===== src/rtl/dab_pkg.sv =====
// Shared types and constants for the DAB phase-shift modulator sequencer.
package dab_pkg;

  localparam int TAU_W = 9;
  localparam int FS_W  = 19;

  typedef enum logic [2:0] {
    ST_IDLE     = 3'd0,
    ST_START    = 3'd1,
    ST_RUN      = 3'd2,
    ST_STOPPING = 3'd3,
    ST_FAULT    = 3'd4
  } dab_state_t;

  typedef enum logic [1:0] {
    FC_NONE = 2'd0,
    FC_TRIP = 2'd1,
    FC_WDOG = 2'd2
  } dab_fault_t;

  // Legal command ranges; the upper t1/t2/phi limits are implied by the 9-bit signed width.
  localparam logic signed [FS_W-1:0]  FS_MIN     = 19'sd1000;
  localparam logic signed [FS_W-1:0]  FS_MAX     = 19'sd150000;
  localparam logic signed [FS_W-1:0]  FS_DEFAULT = 19'sd50000;
  localparam logic signed [TAU_W-1:0] TAU_MIN    = 9'sd0;
  localparam logic signed [TAU_W-1:0] PHI_MIN    = -9'sd255;

  localparam logic [7:0] TAU_STEP = 8'd8;
  localparam logic [7:0] PHI_STEP = 8'd4;

  localparam int unsigned SYNC_LEN         = 4;
  localparam int unsigned WDOG_CYC_DEFAULT = 100000;

  function automatic logic cmd_legal(
    input logic signed [TAU_W-1:0] t1,
    input logic signed [TAU_W-1:0] t2,
    input logic signed [TAU_W-1:0] phi,
    input logic signed [FS_W-1:0]  fs
  );
    return (t1 >= TAU_MIN) && (t2 >= TAU_MIN) && (phi >= PHI_MIN) &&
           (fs >= FS_MIN) && (fs <= FS_MAX);
  endfunction

endpackage


===== src/rtl/dab_ramp_step.sv =====
// One-channel slew limiter: moves cur toward tgt by at most step when en is high,
// landing exactly on tgt without overshoot. Differences are taken in 10 bits so
// the full -255..255 span cannot wrap.
module dab_ramp_step
  import dab_pkg::*;
(
  input  logic signed [TAU_W-1:0] cur,
  input  logic signed [TAU_W-1:0] tgt,
  input  logic        [7:0]       step,
  input  logic                    en,
  output logic signed [TAU_W-1:0] next
);

  logic signed [TAU_W:0] diff;
  logic signed [TAU_W:0] lim;
  logic signed [TAU_W:0] delta;

  // Clamp the remaining distance to +/-step and apply it.
  always_comb begin
    diff  = $signed({tgt[TAU_W-1], tgt}) - $signed({cur[TAU_W-1], cur});
    lim   = $signed({2'b00, step});
    delta = diff;
    if (diff > lim)
      delta = lim;
    else if (diff < -lim)
      delta = -lim;
    next = en ? TAU_W'($signed({cur[TAU_W-1], cur}) + delta) : cur;
  end

endmodule


===== src/rtl/dab_mod_sequencer.sv =====
// Sequencer/configurator for the DAB phase-shift modulator: command intake with
// range check, period-aligned parameter updates with slew limiting, start sync,
// soft stop, trip shutdown and period watchdog.
//
//  state    | meaning
//  ---------+---------------------------------------------------------------
//  IDLE     | converter off, outputs 0, shadow copied to targets at once
//  START    | sync pulse to modulator for SYNC_LEN cycles
//  RUN      | ramp toward targets each period_start, shadow applied there
//  STOPPING | ramp t1/t2 down to 0 with phi held, then back to IDLE
//  FAULT    | outputs forced to 0 until fault_clr with trip released
module dab_mod_sequencer
  import dab_pkg::*;
#(
  parameter int unsigned WDOG_CYC = WDOG_CYC_DEFAULT
)
(
  input  logic                    clk,
  input  logic                    rst,
  input  logic                    cmd_valid,
  output logic                    cmd_ready,
  input  logic signed [TAU_W-1:0] cmd_t1,
  input  logic signed [TAU_W-1:0] cmd_t2,
  input  logic signed [TAU_W-1:0] cmd_phi,
  input  logic signed [FS_W-1:0]  cmd_fs,
  output logic                    cmd_err,
  input  logic                    enable,
  input  logic                    trip,
  input  logic                    fault_clr,
  input  logic                    period_start,
  output logic signed [TAU_W-1:0] t1,
  output logic signed [TAU_W-1:0] t2,
  output logic signed [TAU_W-1:0] phi,
  output logic signed [FS_W-1:0]  fs_DAB,
  output logic                    sync,
  output logic                    running,
  output logic [1:0]              fault_code
);

  localparam int SYNC_W = $clog2(SYNC_LEN);
  localparam int WDOG_W = $clog2(WDOG_CYC);

  dab_state_t state, state_nxt;
  dab_fault_t fault_q;

  logic signed [TAU_W-1:0] shadow_t1, shadow_t2, shadow_phi;
  logic signed [FS_W-1:0]  shadow_fs;
  logic                    shadow_full;
  logic                    has_cfg;
  logic signed [TAU_W-1:0] tgt_t1, tgt_t2, tgt_phi;
  logic [SYNC_W-1:0]       sync_cnt;
  logic [WDOG_W-1:0]       wdog_cnt;

  logic                    accept, legal, in_ramp;
  logic                    load_tgt, ramp_en, phi_en, wdog_expire;
  logic signed [TAU_W-1:0] rtgt_t1, rtgt_t2, rtgt_phi;
  logic signed [TAU_W-1:0] t1_nxt, t2_nxt, phi_nxt;

  assign cmd_ready  = !shadow_full && (state != ST_FAULT);
  assign accept     = cmd_valid && cmd_ready;
  assign legal      = cmd_legal(cmd_t1, cmd_t2, cmd_phi, cmd_fs);
  assign in_ramp    = (state == ST_RUN) || (state == ST_STOPPING);
  assign sync       = (state == ST_START);
  assign running    = (state == ST_START) || in_ramp;
  assign fault_code = fault_q;

  // Transfer, ramp and watchdog qualifiers; a shadow applied at a boundary is ramped toward on that same boundary.
  always_comb begin
    load_tgt    = shadow_full && !trip &&
                  ((state == ST_IDLE) || ((state == ST_RUN) && period_start));
    ramp_en     = period_start && !trip && in_ramp;
    phi_en      = ramp_en && (state == ST_RUN);
    wdog_expire = in_ramp && !period_start && (wdog_cnt == '0);
    rtgt_t1     = load_tgt ? shadow_t1  : tgt_t1;
    rtgt_t2     = load_tgt ? shadow_t2  : tgt_t2;
    rtgt_phi    = load_tgt ? shadow_phi : tgt_phi;
    if (state == ST_STOPPING) begin
      rtgt_t1 = '0;
      rtgt_t2 = '0;
    end
  end

  dab_ramp_step u_ramp_t1 (
    .cur  (t1),
    .tgt  (rtgt_t1),
    .step (TAU_STEP),
    .en   (ramp_en),
    .next (t1_nxt)
  );

  dab_ramp_step u_ramp_t2 (
    .cur  (t2),
    .tgt  (rtgt_t2),
    .step (TAU_STEP),
    .en   (ramp_en),
    .next (t2_nxt)
  );

  dab_ramp_step u_ramp_phi (
    .cur  (phi),
    .tgt  (rtgt_phi),
    .step (PHI_STEP),
    .en   (phi_en),
    .next (phi_nxt)
  );

  // Next-state decode; trip overrides everything else.
  always_comb begin
    state_nxt = state;
    if (trip) begin
      state_nxt = ST_FAULT;
    end else begin
      case (state)
        ST_IDLE:     if (enable && has_cfg) state_nxt = ST_START;
        ST_START:    if (sync_cnt == '0) state_nxt = ST_RUN;
        ST_RUN: begin
          if (wdog_expire)  state_nxt = ST_FAULT;
          else if (!enable) state_nxt = ST_STOPPING;
        end
        ST_STOPPING: begin
          if (wdog_expire)     state_nxt = ST_FAULT;
          else if (enable)     state_nxt = ST_RUN;
          else if (period_start && (t1_nxt == '0) && (t2_nxt == '0))
                               state_nxt = ST_IDLE;
        end
        ST_FAULT:    if (fault_clr) state_nxt = ST_IDLE;
        default:     state_nxt = ST_IDLE;
      endcase
    end
  end

  // State register, sync-width and watchdog down-counters, fault code.
  always_ff @(posedge clk or posedge rst) begin
    if (rst) begin
      state    <= ST_IDLE;
      sync_cnt <= '0;
      wdog_cnt <= '0;
      fault_q  <= FC_NONE;
    end else begin
      state <= state_nxt;
      if (state == ST_START) begin
        if (sync_cnt != '0) sync_cnt <= sync_cnt - 1'b1;
      end else begin
        sync_cnt <= SYNC_W'(SYNC_LEN - 1);
      end
      if (!in_ramp || period_start)
        wdog_cnt <= WDOG_W'(WDOG_CYC - 1);
      else if (wdog_cnt != '0)
        wdog_cnt <= wdog_cnt - 1'b1;
      if (trip)
        fault_q <= FC_TRIP;
      else if (wdog_expire)
        fault_q <= FC_WDOG;
      else if ((state == ST_FAULT) && fault_clr)
        fault_q <= FC_NONE;
    end
  end

  // Command handshake into the shadow; a command coinciding with trip is dropped.
  always_ff @(posedge clk or posedge rst) begin
    if (rst) begin
      shadow_t1   <= '0;
      shadow_t2   <= '0;
      shadow_phi  <= '0;
      shadow_fs   <= FS_DEFAULT;
      shadow_full <= 1'b0;
      has_cfg     <= 1'b0;
      cmd_err     <= 1'b0;
    end else begin
      cmd_err <= 1'b0;
      if (accept && !trip) begin
        if (legal) begin
          shadow_t1   <= cmd_t1;
          shadow_t2   <= cmd_t2;
          shadow_phi  <= cmd_phi;
          shadow_fs   <= cmd_fs;
          shadow_full <= 1'b1;
          has_cfg     <= 1'b1;
        end else begin
          cmd_err <= 1'b1;
        end
      end else if (load_tgt || ((state == ST_FAULT) && (state_nxt == ST_IDLE))) begin
        shadow_full <= 1'b0;
      end
    end
  end

  // Targets, fs and slew-limited outputs; forced to 0 whenever heading into IDLE or FAULT.
  always_ff @(posedge clk or posedge rst) begin
    if (rst) begin
      tgt_t1  <= '0;
      tgt_t2  <= '0;
      tgt_phi <= '0;
      fs_DAB  <= FS_DEFAULT;
      t1      <= '0;
      t2      <= '0;
      phi     <= '0;
    end else begin
      if (load_tgt) begin
        tgt_t1  <= shadow_t1;
        tgt_t2  <= shadow_t2;
        tgt_phi <= shadow_phi;
        fs_DAB  <= shadow_fs;
      end
      if ((state_nxt == ST_IDLE) || (state_nxt == ST_FAULT)) begin
        t1  <= '0;
        t2  <= '0;
        phi <= '0;
      end else begin
        t1  <= t1_nxt;
        t2  <= t2_nxt;
        phi <= phi_nxt;
      end
    end
  end

endmodule


===== config.mk =====
export PLATFORM = sky130hd
export DESIGN_NAME = dab_mod_sequencer
export DESIGN_NICKNAME = d
export VERILOG_FILES = /design/src/rtl/dab_pkg.sv /design/src/rtl/dab_ramp_step.sv /design/src/rtl/dab_mod_sequencer.sv
export SDC_FILE = /design/constraint.sdc
export NUM_CORES = 1
export LEC_CHECK = 0
export ABC_AREA = 0
export CORE_UTILIZATION = 60
export CTS_CLUSTER_DIAMETER = 40
export DETAILED_ROUTE_END_ITERATION = 7
export PLACE_DENSITY = 0.95
export SETUP_SLACK_MARGIN = 0.2
export SLEW_MARGIN = 15
export SYNTH_ARGS = -nofsm -noshare
export SYNTH_HDL_FRONTEND = slang
export SYNTH_SLANG_ARGS = --single-unit

===== constraint.sdc =====
create_clock -name clk -period 12.56 [get_ports clk]
set_input_delay 3.14 -clock clk [delete_from_list [all_inputs] [get_ports clk]]
set_output_delay 3.14 -clock clk [all_outputs]
set_load 0.005 [all_outputs]

==> impl_summary.txt, run 1 <==
----------------------------------------------------
[Outcome]
  Status ... finished, final reports clean

[Yosys]
  Number of standard cells after synthesis ... 849
  Synth top cells by count ... dfrtp_1 (134), mux2_2 (74), nor2_1 (59)
  Mapped Nets ... 962
  Synth top area cells ... dfrtp_1 (38%), mux2_2 (9.4%), ha_1 (7.6%)
  Fraction of the yosys area taken by sequential cells ... 41.4%
  Synthesis-stage register bit count ... 146
  Syn Std Cell Area ... about 8900 sq um
  Number of flops mapped to enable cells by yosys ... 0
  Count of synthesis-stage warnings from yosys ... 0
  Share of flip-flops with an asynchronous set or reset ... 100%
  Cell variety after synth ... 72
  Yosys top cell by area ... dfrtp_1
  Share of the synthesized area in the top cell type ... a little under two fifths
  Post-Syn Area per Cell ... 10.4 sq um
  Commonest register cell after synthesis ... dfrtp_1
  Most numerous cell in the Yosys netlist ... dfrtp_1

[Clock network]
  Clk_lat worst skew ... 0.44 ns
  Clk pin slew, worst setup/hold paths ... about 0.070 ns
  CTS root buffer ... clkbuf_16
  H-tree lvl count ... 4
  CTS tree ... yes
  Resize count post-CTS ... 0
  Longest Clk Path Bufs ... 2
  Count of buffers added by post-CTS timing repair for setup ... 0
  Number of clock sinks ... between 100 and 150
  TritonCTS Buffers ... 17
  Quantity of hold-fixing buffers added after cts ... 0

[Cells and area]
  Fill cells ... 953
  Layout area overhead ... 19.8%
  Ant diodes ... 0
  Fraction of final layout cells sized beyond drive strength 1 ... between 15 and 20%
  Layout Nets ... 1063
  Area of combinational cells with multiple inputs ... ~4900 sq um
  Final Instance Count excl. Fillers ... 1147
  Flip-flop and latch area ... around 3700 sq um
  Largest registers in the final layout ... fs_DAB: 19 flops, shadow_fs: 19 flops, wdog_cnt: 17 flops

[Pwr]
  Power density over the cells ... about 130 nW/um^2
  Leakage ... 4.77 nW
  Worst vdd ir ... 94.0 uV

[Setup path]
  Crit path largest cell delay ... 0.62 ns
  Startpoint of the worst setup timing path ... trip
  Critical path peak fanout ... 36
  Crit-path leading delay family ... simple AND/OR/NAND/NOR gates
  Most frequent cell on the critical path ... a21oi_1
  Slowest cell on crit path ... nand4b_1
  Crit path capture ... phi[8]$_DFFE_PP0P_
  Capture instance of the worst register-to-register path ... phi[8]$_DFFE_PP0P_
  Critical Path Sink Type ... register
  Worst Path Buf+Inv ... 2
  Arrival @ worst endpoint ... 10.13 ns
  Depth of the worst register-to-register path ... 24
  Cell depth of the worst setup path ... 25
  Kind of launch point of the worst setup path ... input pin
  Critical setup path kind ... input pin to register
  Required time of the critical path ... 12.89 ns
  Reg2reg setup slack ... 5.60 ns
  Reg-to-Reg Start ... state[2]$_DFF_PP0_

[STA]
  Setup repair after global routing missed its margin ... no
  Tmin final ... 9.80 ns
  Final Setup Violations ... 0
  Tightest Pin Transition ... 0.982 ns
  Post-route setup TNS ... 0 ns
  Relative max-transition margin ... 34.3%
  Ratio of final minimum period to clock period ... 78.0%
  Skew final ... around 0.015 ns
  Count of pins over their slew limit ... 0
  Achievable Freq ... roughly 100 MHz
  Final hold violations ... 0

[Job]
  Max-cap violations ... 0

[Placed design]
  Number of port buffers ... ~100
  Cell count after placement ... 1115
  Half-perimeter wire length of the detailed placement result ... 14800 um
  Placer congestion estimate ... 0.914

[Routing]
  Number of optimization iterations in the first detailed-route pass ... 5
  Detailed-route DRC error count ... 0
  First DRT Iteration DRCs ... 494
  Vias ... 6950
  Average routed wire per standard cell ... about 18 um
  Drt total wl ... 21000 um
  Vias per cell ... 6.06
  Number of antenna-violating nets in the routed design ... 0

[Floorplan]
  Effective utilization at floorplan ... 61.2%
  Die Outline Area ... 15300 sq um
  Die width ... about 120 um
  Std cell rows ... 44
  Floorplan core area ... 14500 sq um
  Ports placed on the boundary ... ~110
  Vertical die dimension ... between 100 and 150 um

[Hold path]
  Worst hold path class ... register to register

[Global routing]
  Total routing resource utilization after global routing ... between 20 and 30%
  Overflow left after global routing ... 0
  Pin count of the biggest net entering global routing ... 85
  Number of global-route vias before repair ... 6901
  First-pass GRT wire length ... 34400 um
  Number of antenna violations at the first check in global routing ... 0

----------------------------------------------------
[per-layer routing]
metal | track usage, % | part of all wire (%) | vias to the layer above
met4 | 9.49 | 1.7 | 0
met1 | 38.1 | 43 | 3431
met2 | 50.5 | 50 | 213
met5 | 0 | 0 | -
met3 | 5.07 | 4.8 | 33
li1 | - | - | 3273
[cell type report]
type / instances / area share [%]
repair buffers: 107 / 10.0
multi-input cells: 636 / 46.0
clock inverters: 14 / 1.52
clock buffers: 18 / 4.14
well taps: 184 / 2.17
flip-flops and latches: 146 / 34.6
inverters: 42 / 1.53
[metrics by stage]
step           util, %  area, sq um  power (W)  worst slack (ns)  hold WS, ns
2_1_floorplan        -         8860   0.000755              3.45        0.442
3_3_place_gp      69.1        10000   0.000824              2.68        0.452
3_5_place_dp      69.1        10000   0.000836              2.46        0.458
4_1_cts           73.3        10600    0.00135              2.84        0.474
5_1_grt           73.3        10600    0.00141              2.21        0.487
6_report          73.3        10600    0.00135              2.76        0.470
[report_power, final]
group	switching [W]	leakage [nW]	total, W	internal, W
registers	0.0000182	1.90	0.000523	0.000505
clock network	0.000224	0.297	0.000512	0.000288
logic	0.000162	2.58	0.000313	0.000150
[worst min path at each step]
stage | cells after the start | from | slack [ns] | endpoint
3_3_place_gp | 1 | wdog_cnt[16]$_DFFE_PP0N_ | 0.45 | wdog_cnt[16]$_DFFE_PP0N_
3_5_place_dp | 1 | wdog_cnt[16]$_DFFE_PP0N_ | 0.46 | wdog_cnt[16]$_DFFE_PP0N_
5_1_grt | 1 | wdog_cnt[16]$_DFFE_PP0N_ | 0.49 | wdog_cnt[16]$_DFFE_PP0N_
2_1_floorplan | 1 | wdog_cnt[16]$_DFFE_PP0N_ | 0.44 | wdog_cnt[16]$_DFFE_PP0N_
4_1_cts | 1 | wdog_cnt[16]$_DFFE_PP0N_ | 0.47 | wdog_cnt[16]$_DFFE_PP0N_
6_report | 1 | wdog_cnt[16]$_DFFE_PP0N_ | 0.47 | wdog_cnt[16]$_DFFE_PP0N_
[cells by family (layout without fill, tap and decap cells)]
family	count (synthesis)	count (layout)	synth area share [%]
and+or+nand+nor	260	260	15.8
muxes	101	101	13.3
AOI/OAI and AO/OA	179	179	13.5
adders and majority gates	60	60	8.98
buffers and inverters	67	181	3.45
xor gates and xnor gates	36	36	3.56
DFF	146	146	41.4
[cells in the final DEF (no fill, tap or decap), types with 6 or more instances in the layout]
| master | n |
|---|---|
| dfrtp_1 | 134 |
| clkdlybuf4s50_1 | 104 |
| mux2_2 | 74 |
| nor2_1 | 59 |
| ha_1 | 54 |
| a21oi_1 | 50 |
| nand2_1 | 46 |
| inv_1 | 41 |
| o21ai_0 | 30 |
| and2_1 | 27 |
| nor3_1 | 25 |
| xor2_1 | 19 |
| xnor2_1 | 17 |
| clkbuf_16 | 17 |
| a211oi_1 | 16 |
| a21o_1 | 15 |
| mux2_4 | 15 |
| nand3_1 | 13 |
| nor2b_1 | 13 |
| nand2b_1 | 12 |
| mux2i_1 | 12 |
| dfstp_2 | 12 |
| o31ai_1 | 11 |
| nor4_1 | 8 |
| o21a_1 | 8 |
| or2_2 | 7 |
| nand3b_1 | 7 |
| and3_1 | 6 |
| o211ai_1 | 6 |
| or3_1 | 6 |
| fa_1 | 6 |
No activity file was read; power rests on OpenSTA's default activity.
==> run 2: changes to the inputs <==
--- a/config.mk
+++ b/config.mk
@@ -6,10 +6,10 @@
 export NUM_CORES = 1
 export LEC_CHECK = 0
 export ABC_AREA = 0
-export CORE_UTILIZATION = 60
+export CORE_UTILIZATION = 51
 export CTS_CLUSTER_DIAMETER = 40
 export DETAILED_ROUTE_END_ITERATION = 7
-export PLACE_DENSITY = 0.95
+export PLACE_DENSITY = 0.87
 export SETUP_SLACK_MARGIN = 0.2
 export SLEW_MARGIN = 15
 export SYNTH_ARGS = -nofsm -noshare
==> constraint.sdc (replaced) <==
create_clock -name clk -period 8.6 [get_ports clk]
set_input_delay 2.15 -clock clk [delete_from_list [all_inputs] [get_ports clk]]
set_output_delay 2.15 -clock clk [all_outputs]
set_load 0.005 [all_outputs]
==> impl_summary.txt, run 2 (same netlist as run 1, synthesis figures left out) <==
----------------------------------------------------
[Routing]
  Average routed wire per standard cell ... 17.3 um (was 18.3 um)
  Detailed-route DRC error count ... 0 (unchanged)
  Number of optimization iterations in the first detailed-route pass ... 5 (unchanged)
  Drt total wl ... 20500 um (was 21000 um)
  Vias per cell ... 5.75 (was 6.06)
  Vias ... 6834 (was 6950)
  Number of antenna-violating nets in the routed design ... 0 (unchanged)
  First DRT Iteration DRCs ... 397 (was 494)

[Setup path]
  Most frequent cell on the critical path ... a21oi_1 (unchanged)
  Crit path largest cell delay ... 0.53 ns (was 0.62 ns)
  Slowest cell on crit path ... clkdlybuf4s50_1 (was nand4b_1)
  Critical path peak fanout ... 8 (was 36)
  Required time of the critical path ... 8.91 ns (was 12.89 ns)
  Kind of launch point of the worst setup path ... input pin (unchanged)
  Critical Path Sink Type ... register (unchanged)
  Arrival @ worst endpoint ... 8.37 ns (was 10.13 ns)
  Critical setup path kind ... input pin to register (unchanged)

[Hold path]
  Worst hold path class ... register to register (unchanged)

[Cells and area]
  Area of combinational cells with multiple inputs ... 4900 sq um (was 4890 sq um)
  Leading cell type in the layout, fill and taps excluded ... dfrtp_1 (unchanged)
  Fill cells ... 1344 (was 953)
  Utilization after layout ... 63.8% (was 73.3%)
  Flip-flop and latch area ... 3670 sq um (unchanged)
  Fraction of final layout cells sized beyond drive strength 1 ... 16.8% (was 16.2%)
  Final Instance Count excl. Fillers ... 1188 (was 1147)
  Layout area overhead ... 20.6% (was 19.8%)
  Ant diodes ... 0 (unchanged)
  Layout Nets ... 1068 (was 1063)
  Leading cell types in the layout, fill and taps excluded ... dfrtp_1 (134), clkdlybuf4s50_1 (104), mux2_2 (74), nor2_1 (58), ha_1 (54) (was dfrtp_1 (134), clkdlybuf4s50_1 (104), mux2_2 (74), nor2_1 (59), ha_1 (54))
  Largest registers in the final layout ... fs_DAB: 19 flops, shadow_fs: 19 flops, wdog_cnt: 17 flops (unchanged)

[STA]
  Final hold violations ... 0 (unchanged)
  Tmin final ... 8.06 ns
  Tightest Pin Transition ... 1.03 ns (was 0.982 ns)
  Final Setup Violations ... 0 (unchanged)
  Skew final ... 0.0130 ns (was 0.0153 ns)
  Relative max-transition margin ... 30.8% (was 34.3%)
  Post-route setup TNS ... 0 ns (unchanged)
  Worst hold margin ... 0.484 ns (was 0.470 ns)
  Setup repair after global routing missed its margin ... no (unchanged)
  Ratio of final minimum period to clock period ... 93.7%
  Count of pins over their slew limit ... 0 (unchanged)
  Achievable Freq ... 124 MHz

[Clock network]
  Quantity of hold-fixing buffers added after cts ... 0 (unchanged)
  Clk_lat worst skew ... 0.43 ns (was 0.44 ns)
  Clk pin slew, worst setup/hold paths ... 0.06 ns (was 0.07 ns)
  CTS root buffer ... clkbuf_16 (unchanged)
  Longest Clk Path Bufs ... 2 (unchanged)
  TritonCTS Buffers ... 17 (unchanged)
  H-tree lvl count ... 4 (unchanged)
  CTS tree ... yes (unchanged)
  Number of clock sinks ... 146 (unchanged)

[Pwr]
  Power, Total ... 0.00192 W (was 0.00135 W)
  Switching share of power ... 30.2% (was 30.0%)
  Sequential share of power ... 39.7% (was 38.8%)
  Leakage ... 4.77 nW (about the same)
  Power density over the cells ... 180 nW/um^2 (was 127 nW/um^2)
  Power share of the combinational group ... 23.9% (was 23.2%)
  Int Power ... 0.00134 W (was 0.000944 W)
  Switching power summed over all nets ... 0.000580 W (was 0.000404 W)
  Worst vdd ir ... 155 uV (was 94.0 uV)
  Clock network fraction of design power ... 36.4% (was 38.0%)

[Global routing]
  Pin count of the biggest net entering global routing ... 86 (was 85)
  First-pass GRT wire length ... 34700 um (was 34400 um)
  Number of antenna violations at the first check in global routing ... 0 (unchanged)
  Number of global-route vias before repair ... 6974 (was 6901)
  Total routing resource utilization after global routing ... 24.4% (was 29.6%)
  Overflow left after global routing ... 0 (unchanged)

[Placed design]
  Placer congestion estimate ... 0.903 (was 0.914)
  Number of port buffers ... 104 (unchanged)
  Half-perimeter wire length of the detailed placement result ... 15000 um (was 14800 um)
  Cell count after placement ... 1154 (was 1115)

[Outcome]
  Status ... finished, final reports clean (unchanged)

[Floorplan]
  Floorplan core area ... 16800 sq um (was 14500 sq um)
  Ports placed on the boundary ... 105 (unchanged)
  Die width ... 134 um (was 124 um)
  Vertical die dimension ... 134 um (was 124 um)
  Die Outline Area ... 17900 sq um (was 15300 sq um)
  Std cell rows ... 47 (was 44)
  Effective utilization at floorplan ... 52.9% (was 61.2%)

[Job]
  Max-cap violations ... 0 (unchanged)

----------------------------------------------------
==> run 2: cell types whose count changed in the layout (fill, tap and decap cells not counted), sizes merged <==
cell / before / now
clkinv: 5 / 3
clkinvlp: 0 / 2
clkbuf: 18 / 19
bufinv: 1 / 0
buf: 3 / 8
==> run 2: worst paths after layout <==
path                                                  end                      from  cells past startpoint  slack [ns]
min in group asynchronous        shadow_fs[3]$_DFFE_PP0P_                       rst                      2        2.19
max in group asynchronous       shadow_fs[14]$_DFFE_PP1P_                       rst                      4        5.30
worst min register to register   wdog_cnt[16]$_DFFE_PP0N_  wdog_cnt[16]$_DFFE_PP0N_                      1        0.48
worst max-delay path                   phi[1]$_DFFE_PP0P_              period_start                     26        0.54
worst max register to register         phi[1]$_DFFE_PP0P_        state[2]$_DFF_PP0_                     25        2.31
worst min-delay path             wdog_cnt[16]$_DFFE_PP0N_  wdog_cnt[16]$_DFFE_PP0N_                      1        0.48
==> run 2: what timing repair did <==
item | in CTS | in global routing
resized for setup | 0 | 7
endpoints found under the setup margin | 0 | 8
buffers inserted | 0 | 1
==> run 2: metal layers <==
metal  global-route usage (%)  part of all wire [%]  vias up
li1                         -                     -     3281
met4                     8.33                   2.1        0
met2                     40.9                    48      185
met3                     3.78                   4.3       41
met5                        0                     0        -
met1                     32.3                    46     3327
==> run 2: worst max-delay path: cells and delay by family <==
| kind | cells | cell delay (ns) |
|---|---|---|
| multiplexers | 1 | 0.36 |
| XOR/XNOR | 1 | 0.22 |
| AND/OR/NAND/NOR | 8 | 1.73 |
| buffers and inverters | 3 | 0.89 |
| AO/OA/AOI/OAI | 10 | 1.91 |
| adder cells (fa/ha/maj) | 3 | 1.09 |
==> run 2: layout make-up <==
cell class | count | share of cell area (%)
clock buffers | 19 | 4.05
flip-flops and latches | 146 | 34.3
clock inverters | 13 | 1.10
repair buffers | 112 | 10.6
multi-input cells | 636 | 45.9
inverters | 42 | 1.52
well taps | 220 | 2.58
==> run 2: stage by stage <==
stage | setup WS (ns) | instance area (sq um)
2_1_floorplan | 0.483 | 8860
3_3_place_gp | 0.349 | 10100
3_5_place_dp | 0.167 | 10100
4_1_cts | 0.542 | 10600
5_1_grt | 0.214 | 10700
6_report | 0.542 | 10700
==> run 2: power by group through the flow <==
stage	clock, W	combinational [W]	sequential [W]
after CTS	0.000711	0.000451	0.000764
after global placement	0	0.000436	0.000772
after detailed placement	0	0.000447	0.000776
after global routing	0.000739	0.000509	0.000769
after floorplan	0	0.000337	0.000766
final	0.000700	0.000459	0.000764
